==> src/rtl/adc_interleave_ctrl_pkg.sv <==
// Shared types and constants for the 2-channel interleaved ADC sequencer.
package adc_pkg;

    typedef enum logic [1:0] {
        IDLE = 2'd0,
        EXP0 = 2'd1,
        EXP1 = 2'd2
    } state_t;

    localparam logic [1:0] MODE_IL  = 2'b00;
    localparam logic [1:0] MODE_CH0 = 2'b01;
    localparam logic [1:0] MODE_CH1 = 2'b10;

    localparam int TIMEOUT_CYC_DEF = 64;

    // Mode 11 is treated as interleave, so only 01 and 10 are single-channel.
    function automatic logic is_single(input logic [1:0] mode);
        return (mode == MODE_CH0) || (mode == MODE_CH1);
    endfunction

    function automatic state_t home_state(input logic [1:0] mode);
        return (mode == MODE_CH1) ? EXP1 : EXP0;
    endfunction

endpackage

==> src/rtl/adc_interleave_ctrl_if.sv <==
// Control/status bundle between the ADC sequencer and its integrating logic.
interface adc_interleave_ctrl_if #(parameter int CNT_W = 16);

    logic             enable;
    logic [1:0]       mode;
    logic             ch_valid_0;
    logic             ch_valid_1;
    logic             err_clear;
    logic             x_adc_select;
    logic             x_adc_valid;
    logic             x_adc_phase;
    logic [CNT_W-1:0] sample_cnt;
    logic             err_order;
    logic             err_timeout;
    logic             busy;

    modport master (
        output enable, mode, ch_valid_0, ch_valid_1, err_clear,
        input  x_adc_select, x_adc_valid, x_adc_phase, sample_cnt,
               err_order, err_timeout, busy
    );

    modport slave (
        input  enable, mode, ch_valid_0, ch_valid_1, err_clear,
        output x_adc_select, x_adc_valid, x_adc_phase, sample_cnt,
               err_order, err_timeout, busy
    );

endinterface

==> src/rtl/adc_interleave_ctrl_timeout_cnt.sv <==
// Idle-cycle counter with clear, increment and terminal-count flag.
module adc_timeout_cnt #(
    parameter int LIMIT = 64,
    parameter int W     = 7
) (
    input  logic clk,
    input  logic rst,
    input  logic clr,
    input  logic inc,
    output logic term
);

    logic [W-1:0] cnt_q;

    // NOTE: sequential state uses non-blocking assignments so every register samples pre-edge values.
    always_ff @(posedge clk or posedge rst) begin
        if (rst)
            cnt_q <= '0;
        else if (clr)
            cnt_q <= '0;
        else if (inc)
            cnt_q <= cnt_q + 1'b1;
    end

    assign term = (cnt_q == W'(LIMIT - 1));

endmodule

==> src/rtl/adc_interleave_ctrl.sv <==
// Sequencer for the 2-channel interleaved ADC: drives the mux select, output-valid strobe and fault flags.
module adc_interleave_ctrl
    import adc_pkg::*;
#(
    parameter int TIMEOUT_CYC = TIMEOUT_CYC_DEF,
    parameter int TO_W        = 7,
    parameter int CNT_W       = 16
) (
    input  logic                  clk,
    input  logic                  GlobalReset,
    adc_interleave_ctrl_if.slave  bus
);

    state_t           state_q, state_d;
    logic [1:0]       mode_q, mode_d;
    logic             sel_q, valid_q, phase_q;
    logic [CNT_W-1:0] cnt_q;
    logic             err_order_q, err_timeout_q;

    logic running, single, exp_ch, exp_v, oth_v;
    logic accept, order_err, timeout, to_term;

    assign running = (state_q != IDLE);
    assign single  = is_single(mode_q);
    assign exp_ch  = (state_q == EXP1);
    assign exp_v   = exp_ch ? bus.ch_valid_1 : bus.ch_valid_0;
    assign oth_v   = exp_ch ? bus.ch_valid_0 : bus.ch_valid_1;

    assign accept    = running && exp_v;
    // In single-channel mode the other strobe is simply not ours to judge.
    assign order_err = running && !single && oth_v;
    assign timeout   = running && to_term && !accept;

    adc_timeout_cnt #(.LIMIT(TIMEOUT_CYC), .W(TO_W)) u_timeout (
        .clk  (clk),
        .rst  (GlobalReset),
        .clr  (!running || accept || timeout),
        .inc  (running),
        .term (to_term)
    );

    // NOTE: defaults first so every path assigns state_d/mode_d and no latch is inferred.
    always_comb begin
        state_d = state_q;
        mode_d  = mode_q;
        case (state_q)
            IDLE: begin
                if (bus.enable) begin
                    mode_d  = bus.mode;
                    state_d = home_state(bus.mode);
                end
            end
            EXP0, EXP1: begin
                if (!bus.enable)
                    state_d = IDLE;
                else if (accept && !single)
                    state_d = exp_ch ? EXP0 : EXP1;
                else if (timeout)
                    state_d = home_state(mode_q);
            end
            default: state_d = IDLE;
        endcase
    end

    always_ff @(posedge clk or posedge GlobalReset) begin
        if (GlobalReset) begin
            state_q       <= IDLE;
            mode_q        <= MODE_IL;
            sel_q         <= 1'b0;
            valid_q       <= 1'b0;
            phase_q       <= 1'b0;
            cnt_q         <= '0;
            err_order_q   <= 1'b0;
            err_timeout_q <= 1'b0;
        end else begin
            state_q       <= state_d;
            mode_q        <= mode_d;
            sel_q         <= (state_d == EXP1);
            valid_q       <= accept;
            if (accept)
                phase_q   <= exp_ch;
            cnt_q         <= cnt_q + CNT_W'(accept);
            err_order_q   <= order_err | (err_order_q & ~bus.err_clear);
            err_timeout_q <= timeout | (err_timeout_q & ~bus.err_clear);
        end
    end

    assign bus.x_adc_select = sel_q;
    assign bus.x_adc_valid  = valid_q;
    assign bus.x_adc_phase  = phase_q;
    assign bus.sample_cnt   = cnt_q;
    assign bus.err_order    = err_order_q;
    assign bus.err_timeout  = err_timeout_q;
    assign bus.busy         = running;

endmodule

==> src/flat_wrapper.sv <==
// flat-port wrapper written by rule: the top's interface ports become plain ports
module adc_interleave_ctrl_flat import adc_pkg::*;
#(
    parameter int TIMEOUT_CYC = TIMEOUT_CYC_DEF,
    parameter int TO_W        = 7,
    parameter int CNT_W       = 16
)
  (clk, GlobalReset, bus_enable, bus_mode, bus_ch_valid_0, bus_ch_valid_1, bus_err_clear, bus_x_adc_select, bus_x_adc_valid, bus_x_adc_phase, bus_sample_cnt, bus_err_order, bus_err_timeout, bus_busy);
  adc_interleave_ctrl_if #(.CNT_W(CNT_W)) bus_i ();
  input  logic clk;
  input  logic GlobalReset;
  input wire logic [$bits(bus_i.enable)-1:0] bus_enable;
  input wire logic [$bits(bus_i.mode)-1:0] bus_mode;
  input wire logic [$bits(bus_i.ch_valid_0)-1:0] bus_ch_valid_0;
  input wire logic [$bits(bus_i.ch_valid_1)-1:0] bus_ch_valid_1;
  input wire logic [$bits(bus_i.err_clear)-1:0] bus_err_clear;
  output wire logic [$bits(bus_i.x_adc_select)-1:0] bus_x_adc_select;
  output wire logic [$bits(bus_i.x_adc_valid)-1:0] bus_x_adc_valid;
  output wire logic [$bits(bus_i.x_adc_phase)-1:0] bus_x_adc_phase;
  output wire logic [$bits(bus_i.sample_cnt)-1:0] bus_sample_cnt;
  output wire logic [$bits(bus_i.err_order)-1:0] bus_err_order;
  output wire logic [$bits(bus_i.err_timeout)-1:0] bus_err_timeout;
  output wire logic [$bits(bus_i.busy)-1:0] bus_busy;
  assign bus_i.enable = bus_enable;
  assign bus_i.mode = bus_mode;
  assign bus_i.ch_valid_0 = bus_ch_valid_0;
  assign bus_i.ch_valid_1 = bus_ch_valid_1;
  assign bus_i.err_clear = bus_err_clear;
  assign bus_x_adc_select = bus_i.x_adc_select;
  assign bus_x_adc_valid = bus_i.x_adc_valid;
  assign bus_x_adc_phase = bus_i.x_adc_phase;
  assign bus_sample_cnt = bus_i.sample_cnt;
  assign bus_err_order = bus_i.err_order;
  assign bus_err_timeout = bus_i.err_timeout;
  assign bus_busy = bus_i.busy;
  adc_interleave_ctrl #(.TIMEOUT_CYC(TIMEOUT_CYC), .TO_W(TO_W), .CNT_W(CNT_W)) u_core (.clk(clk), .GlobalReset(GlobalReset), .bus(bus_i));
endmodule
==> config.mk <==
export PLATFORM = sky130hd
export DESIGN_NAME = adc_interleave_ctrl_flat
export DESIGN_NICKNAME = d
export VERILOG_FILES = /design/src/rtl/adc_interleave_ctrl_pkg.sv /design/src/rtl/adc_interleave_ctrl_if.sv /design/src/rtl/adc_interleave_ctrl_timeout_cnt.sv /design/src/rtl/adc_interleave_ctrl.sv /design/src/flat_wrapper.sv
export SDC_FILE = /design/constraint.sdc
export NUM_CORES = 1
export LEC_CHECK = 0
export CORE_MARGIN = 2
export CORE_UTILIZATION = 35
export CTS_BUF_LIST = sky130_fd_sc_hd__clkbuf_16
export CTS_CLUSTER_DIAMETER = 80
export DETAILED_ROUTE_END_ITERATION = 10
export PLACE_DENSITY = 0.61
export SYNTH_ARGS = -nofsm -noshare
export SYNTH_HDL_FRONTEND = slang
export SYNTH_SLANG_ARGS = --single-unit
export TNS_END_PERCENT = 30
==> constraint.sdc <==
create_clock -name clk -period 2.2 [get_ports clk]
set_clock_uncertainty 0.15 [all_clocks]
set_input_delay 0.66 -clock clk [delete_from_list [all_inputs] [get_ports clk]]
set_output_delay 0.66 -clock clk [all_outputs]
set_load 0.01 [all_outputs]
# ---- Word level (Yosys, flattened, before mapping)
# Index checks and enable logic that the tools add are counted.
dict set report totals {
  regBits 32
  output_inout_bits 22
}
dict set report op_classes {
  n_addsub 2
  n_eq_ne 7
  mux 12
  n_bitwise 5
  n_reduce_logical 17
}
# op n
set ops {}
lappend ops {{$add A16 B1 Y16} 1}
lappend ops {{$mux W2} 7}
lappend ops {{$mux W7} 2}
lappend ops {{$eq A2 B2 Y1 const B} 4}
lappend ops {{$add A7 B1 Y7 const B} 1}
lappend ops {{$eq A7 B6 Y1 const B} 1}
lappend ops {{$logic_and A1 B1 Y1} 6}
lappend ops {{$eq A2 B1 Y1 const B} 2}
lappend ops {{$pmux W2 S2} 1}
lappend ops {{$reduce_bool A2 Y1} 2}
lappend ops {{$logic_not A1 Y1} 3}
lappend ops {{$logic_or A1 B1 Y1} 3}
lappend ops {{$and A1 B1 Y1} 2}
lappend ops {{$logic_not A2 Y1} 1}
lappend ops {{$mux W1} 2}
lappend ops {{$or A1 B1 Y1} 2}
lappend ops {{$reduce_and A2 Y1} 1}
lappend ops {{$reduce_or A2 Y1} 1}
lappend ops {{$not A1 Y1} 1}

# ---- Depth between registers and ports, before layout
dict set report logic_depth {
  ltp_word 10
  depth_mapped 11
  ltp_nobuf 9
}

# ---- By module
# Synthesis repeated with hierarchy kept, for this count alone.
dict set report unflattened {
  cells_unflattened 141
  hier_area_um2 1544.0
}
# module instances cells_per_inst area_each_um2 seq_area_each_um2
set modules_own_cells {}
lappend modules_own_cells {adc_interleave_ctrl 1 110 1216.2 625.6}
lappend modules_own_cells {adc_timeout_cnt 1 31 327.8 175.2}

# ---- Worst setup path before layout
# Ideal clock, no wire load.
dict set report synth_path {
  kind {reg2reg}
  startpoint {register u_core.state_q[0]}
  endpoint {register u_core.cnt_q[12], in the netlist u_core.bus.sample_cnt[12]}
  setup_time_ns 0.080
  arrival_time_ns 1.928
  path_slack_ns 0.042
  path_stages_with_launch 12
  path_cell_list {dfrtp_1 -> inv_1 -> ha_1 -> buf_6 -> mux2i_1 -> nor2_1 -> ha_1 -> ha_1 -> and2_1 -> clkbuf_1 -> nand4_1 -> xnor2_1}
}
dict set report synth_via {
  elab_chain_len 4
  elab_cells_between_ends 5
  classes_between {add/sub: 1; eq/ne: 1; mux: 1; reduce/logical: 2}
}
# element line_no
set synth_rtl {}
lappend synth_rtl {{start: declaration} adc_interleave_ctrl.sv:14} ;# state_t state_q, state_d;
lappend synth_rtl {{start signal: assignment} adc_interleave_ctrl.sv:76} ;# state_q <= state_d;
lappend synth_rtl {{$eq A2 B2 Y1} adc_interleave_ctrl.sv:25} ;# assign exp_ch = (state_q == EXP1);
lappend synth_rtl {{named net u_core.exp_ch} adc_interleave_ctrl.sv:20} ;# logic running, single, exp_ch, exp_v, oth_v;
lappend synth_rtl {{$mux W1} adc_interleave_ctrl.sv:26} ;# assign exp_v = exp_ch ? bus.ch_valid_1 : bus.ch_valid_0;
lappend synth_rtl {{$logic_and A1 B1 Y1} adc_interleave_ctrl.sv:29} ;# assign accept = running && exp_v;
lappend synth_rtl {{named net u_core.accept} adc_interleave_ctrl.sv:21} ;# logic accept, order_err, timeout, to_term;
lappend synth_rtl {{$add A16 B1 Y16} adc_interleave_ctrl.sv:82} ;# cnt_q <= cnt_q + CNT_W'(accept);
lappend synth_rtl {{end signal: assignment} adc_interleave_ctrl.sv:82}
lappend synth_rtl {{end: declaration} adc_interleave_ctrl.sv:17} ;# logic [CNT_W-1:0] cnt_q;
# The timed path passes the listed nets, and every way through them passes these cells.
# A chain may end at the register's enable or synchronous reset.

# ---- Worst setup path after layout
dict set report layout_path {
  startpoint {register u_core.state_q[0]}
  endpoint {register u_core.sel_q, in the netlist u_core.bus.x_adc_select}
}
dict set report layout_via {
  elab_chain_len 10
  elab_cells_between_ends 18
  classes_between {eq/ne: 3; mux: 7; reduce/logical: 8}
}
# element line_no
set layout_rtl {}
lappend layout_rtl {{$eq A2 B2 Y1 (*)} adc_interleave_ctrl.sv:25}
lappend layout_rtl {{named net u_core.exp_ch} adc_interleave_ctrl.sv:20}
lappend layout_rtl {{$mux W1} adc_interleave_ctrl.sv:26}
lappend layout_rtl {{$logic_and A1 B1 Y1} adc_interleave_ctrl.sv:29}
lappend layout_rtl {{$logic_not A1 Y1} adc_interleave_ctrl.sv:32} ;# assign timeout = running && to_term && !accept;
lappend layout_rtl {{$logic_and A1 B1 Y1} adc_interleave_ctrl.sv:32}
lappend layout_rtl {{$mux W2} adc_interleave_ctrl.sv:58} ;# else if (timeout)
lappend layout_rtl {{$mux W2} adc_interleave_ctrl.sv:56} ;# else if (accept && !single)
lappend layout_rtl {{$mux W2} adc_interleave_ctrl.sv:54} ;# if (!bus.enable)
lappend layout_rtl {{$pmux W2 S2 (*)} adc_interleave_ctrl.sv:46} ;# case (state_q)
lappend layout_rtl {{$eq A2 B2 Y1 (*)} adc_interleave_ctrl.sv:78} ;# sel_q <= (state_d == EXP1);
lappend layout_rtl {{end signal: assignment} adc_interleave_ctrl.sv:78}
lappend layout_rtl {{end: declaration} adc_interleave_ctrl.sv:16} ;# logic sel_q, valid_q, phase_q;
# Mark *: on every way through the listed nets, which the timed path passes. The rest lies on a longest branch.

==> impl_metrics.py <==
metrics = {
    "floorplanning": {
        "pin_count": 30,
        "coreArea_mm2": 0.00429,
        "fp.dieH_um": 70.2,
        "start_util_pct": 35.7,
        "die_area_mm2": 0.00492,
        "die_w_um": 70.2,
        "rows": 24,
    },
    "placement": {
        "dpl_cell_area_mm2": 0.00198,
        "dpl.hpwl_mm": 2.28,
        "gp_congestion": 0.811,
        "port_buffers": 29,
    },
    "timing": {
        "rsz0062_at_grt": "yes",
        "fin_hold_ws_ps": 315,
        "max_slew_margin_pct": 68.7,
        "setup_viol": 0,
        "hold_violations": 0,
        "worst_slew_pin_slew_ps": 463,
        "fmax_ghz": 0.456,
        "fin_crit_sh_pct": 99.7,
        "drv_slew": 0,
        "min_period_ps": 2190,
    },
    "worst_setup_path": {
        "cp.required_ps": 2260,
        "r2r_start": "u_core.state_q[0]",
        "crit_fanout": 4,
        "arrival_ps": 2250,
        "worstSetupPathType": "reg -> reg",
        "endpoint_kind": "flip-flop",
        "crit_start": "u_core.state_q[0]",
        "worst_setup_path_start_kind": "flip-flop",
    },
    "clocking": {
        "cts_num_sinks": 32,
        "worstSkewPairLatency_ps": 270,
        "cts_buffers": 5,
        "clkTransAtPathRegs_ps": 50,
        "cts_max_level": 2,
        "cts_root_buf": "clkbuf_16",
        "tritoncts": "yes",
        "cts_max_path_buffers": 2,
    },
    "yosys": {
        "synthAdderAreaFrac_pct": 5.71,
        "synth_top_family_by_area": "simple AND/OR/NAND/NOR gates",
        "syn_area_per_cell_um2": 10.9,
        "yosysWarnings": 0,
        "synth-xor-area-share_pct": 10.3,
        "ys_seq_area_share_pct": 52.2,
        "synth_cell_types": 33,
        "synth.area.mux_share_pct": 3.76,
        "ys.flop_type": "dfrtp_1",
        "yosys.area_share.simple_pct": 18.8,
        "synth_compound_area_share_pct": 6.04,
        "synthesis.nets": 155,
        "ys_seq_elements": 32,
        "synth_edf_count": 0,
        "synthesis.instances": 140,
        "async_flop_share_pct": 100,
        "netlist_area_mm2": 0.00153,
    },
    "detailed_routing": {
        "drc": 0,
        "dr.pass1.iters": 4,
        "viasPerCell": 5.04,
        "avgRoutedWirePerCell_um": 13.0,
        "drtIter0Drc": 31,
        "wl_mm": 3.12,
        "vias": 1214,
        "antenna_left": 0,
    },
    "run": {
        "maxCapViolations": 0,
    },
    "hold_path": {
        "min-delay-start": "u_core.u_timeout.cnt_q[0]",
        "min_path_type": "reg -> reg",
    },
    "global_routing": {
        "grt_use_total_pct": 14.2,
        "grt-ovfl-total": 0,
        "grt.busiest_layer": "met2",
        "grt_pass1_vias": 1232,
        "grt_antenna_before_repair": 0,
        "met3_usage_pct": 5.05,
        "grt_max_degree": 33,
        "use_met1_pct": 15.6,
        "met2_usage_pct": 24.6,
        "grt_pass1_wl_mm": 5.42,
    },
    "status": {
        "status": "finished, final reports clean",
    },
    "pwr": {
        "powerDensity_mw_per_mm2": 1090,
        "ir_drop_v": 0.000436,
        "p_leak_nw": 0.971,
    },
    "final_layout": {
        "diodes": 0,
        "nNetsFinal": 204,
        "final_util_pct": 49.8,
        "syn_to_final_growth_pct": 39.4,
        "drive_above_1_share_pct": 18.0,
        "fin_area_mm2": 0.00214,
    },
}
[layout make-up]
type	count	area [um2]
Tap cell	52	65.1
Clock inverter	2	8.76
Clock buffer	5	125
Sequential cell	32	801
Fill cell	398	2160
Inverter	8	30.0
Multi-Input combinational cell	97	704
Timing Repair Buffer	45	403
[per-layer routing]
metal  routed length (um)  up-vias
met5                    0        -
met4                   80        0
met3                  196        9
met2                 1540       41
met1                 1310      587
li1                     -      577
[repair_timing]
item / 4_1_cts / 5_1_grt
hold buffers: 0 / 0
resized for setup: 7 / 4
pin swaps: 3 / 2
setup buffers: 0 / 1
setup endpoints to repair: 14 / 11
[report_power, final]
group / internal [W] / switching (W)
clock network: 0.000404 / 0.000220
logic: 0.000473 / 0.000411
registers: 0.000714 / 0.000102
[synthesized netlist by cell type, types with 2 or more instances]
library cell,count,share of area [%]
mux2i_1,2,1.3
nand4_1,6,2.4
dfrtp_1,32,52
and3b_1,2,1.1
nand3_1,4,1.3
and4_1,2,1.1
nand2_1,13,3.2
ha_1,7,5.7
xor2_1,6,3.4
o32ai_1,3,1.7
nor2_1,13,3.2
o21ai_0,3,0.98
nor2b_1,2,0.82
and2_1,3,1.2
clkbuf_1,2,0.49
inv_1,8,2.0
a21oi_1,3,0.98
xnor2_1,12,6.9
nand2b_1,2,0.82
mux2_2,2,1.5
[final timing paths]
check | endpoint | slack [ps] | depth (start not counted)
hold / removal | u_core.u_timeout.cnt_q[0] | 310 | 1
max in group asynchronous | u_core.mode_q[0] | 980 | 3
min in group asynchronous | u_core.bus.sample_cnt[14] | 630 | 3
setup reg to reg | u_core.bus.x_adc_select | 6 | 6
hold reg to reg | u_core.u_timeout.cnt_q[0] | 310 | 1
setup / recovery | u_core.bus.x_adc_select | 6 | 6
[cell usage in the layout (no fill, tap or decap), types with 4 or more instances in the layout]
cell	instances
xnor2_1	12
buf_4	16
xor2_1	6
clkbuf_16	5
ha_1	5
nand2_1	13
dfrtp_1	32
clkdlybuf4s50_1	26
inv_1	9
nand3_1	4
nor2_1	12
nand4_1	6
[through the flow]
| stage | setup slack [ps] | TNS (ps) | cells | power, W |
|---|---|---|---|---|
| 2_1_floorplan | 41.7 | 0 | 140 | 0.00127 |
| 6_report | 5.64 | 0 | 241 | 0.00233 |
| 5_1_grt | -63.9 | -282 | 241 | 0.00249 |
| 4_1_cts | 14.7 | 0 | 240 | 0.00235 |
| 3_3_place_gp | -382 | -4900 | 233 | 0.00167 |
| 3_5_place_dp | -446 | -5690 | 233 | 0.00169 |
[cell families after synthesis]
| kind of cell | after synthesis |
|---|---|
| multiplexers | 5 |
| XOR/XNOR | 18 |
| buffers and inverters | 11 |
| AND/OR/NAND/NOR | 53 |
| AO/OA/AOI/OAI | 14 |
| flip-flops | 32 |
| adder cells (fa/ha/maj) | 7 |
[flip-flops by register name (all words and copies together) (netlist names), 2 cells and up]
name and flops:
u_core.u_timeout.cnt_q 7, u_core.mode_q 2, u_core.state_q 2, u_core.bus.sample_cnt 16
[worst max-delay path: stages, from the launching register on]
cell	delay (ps)
dfrtp_1	380
inv_1	80
ha_2	230
mux2_4	320
or4_4	550
a31oi_2	210
and4b_1	200
Power figures use the tool's default switching activity.
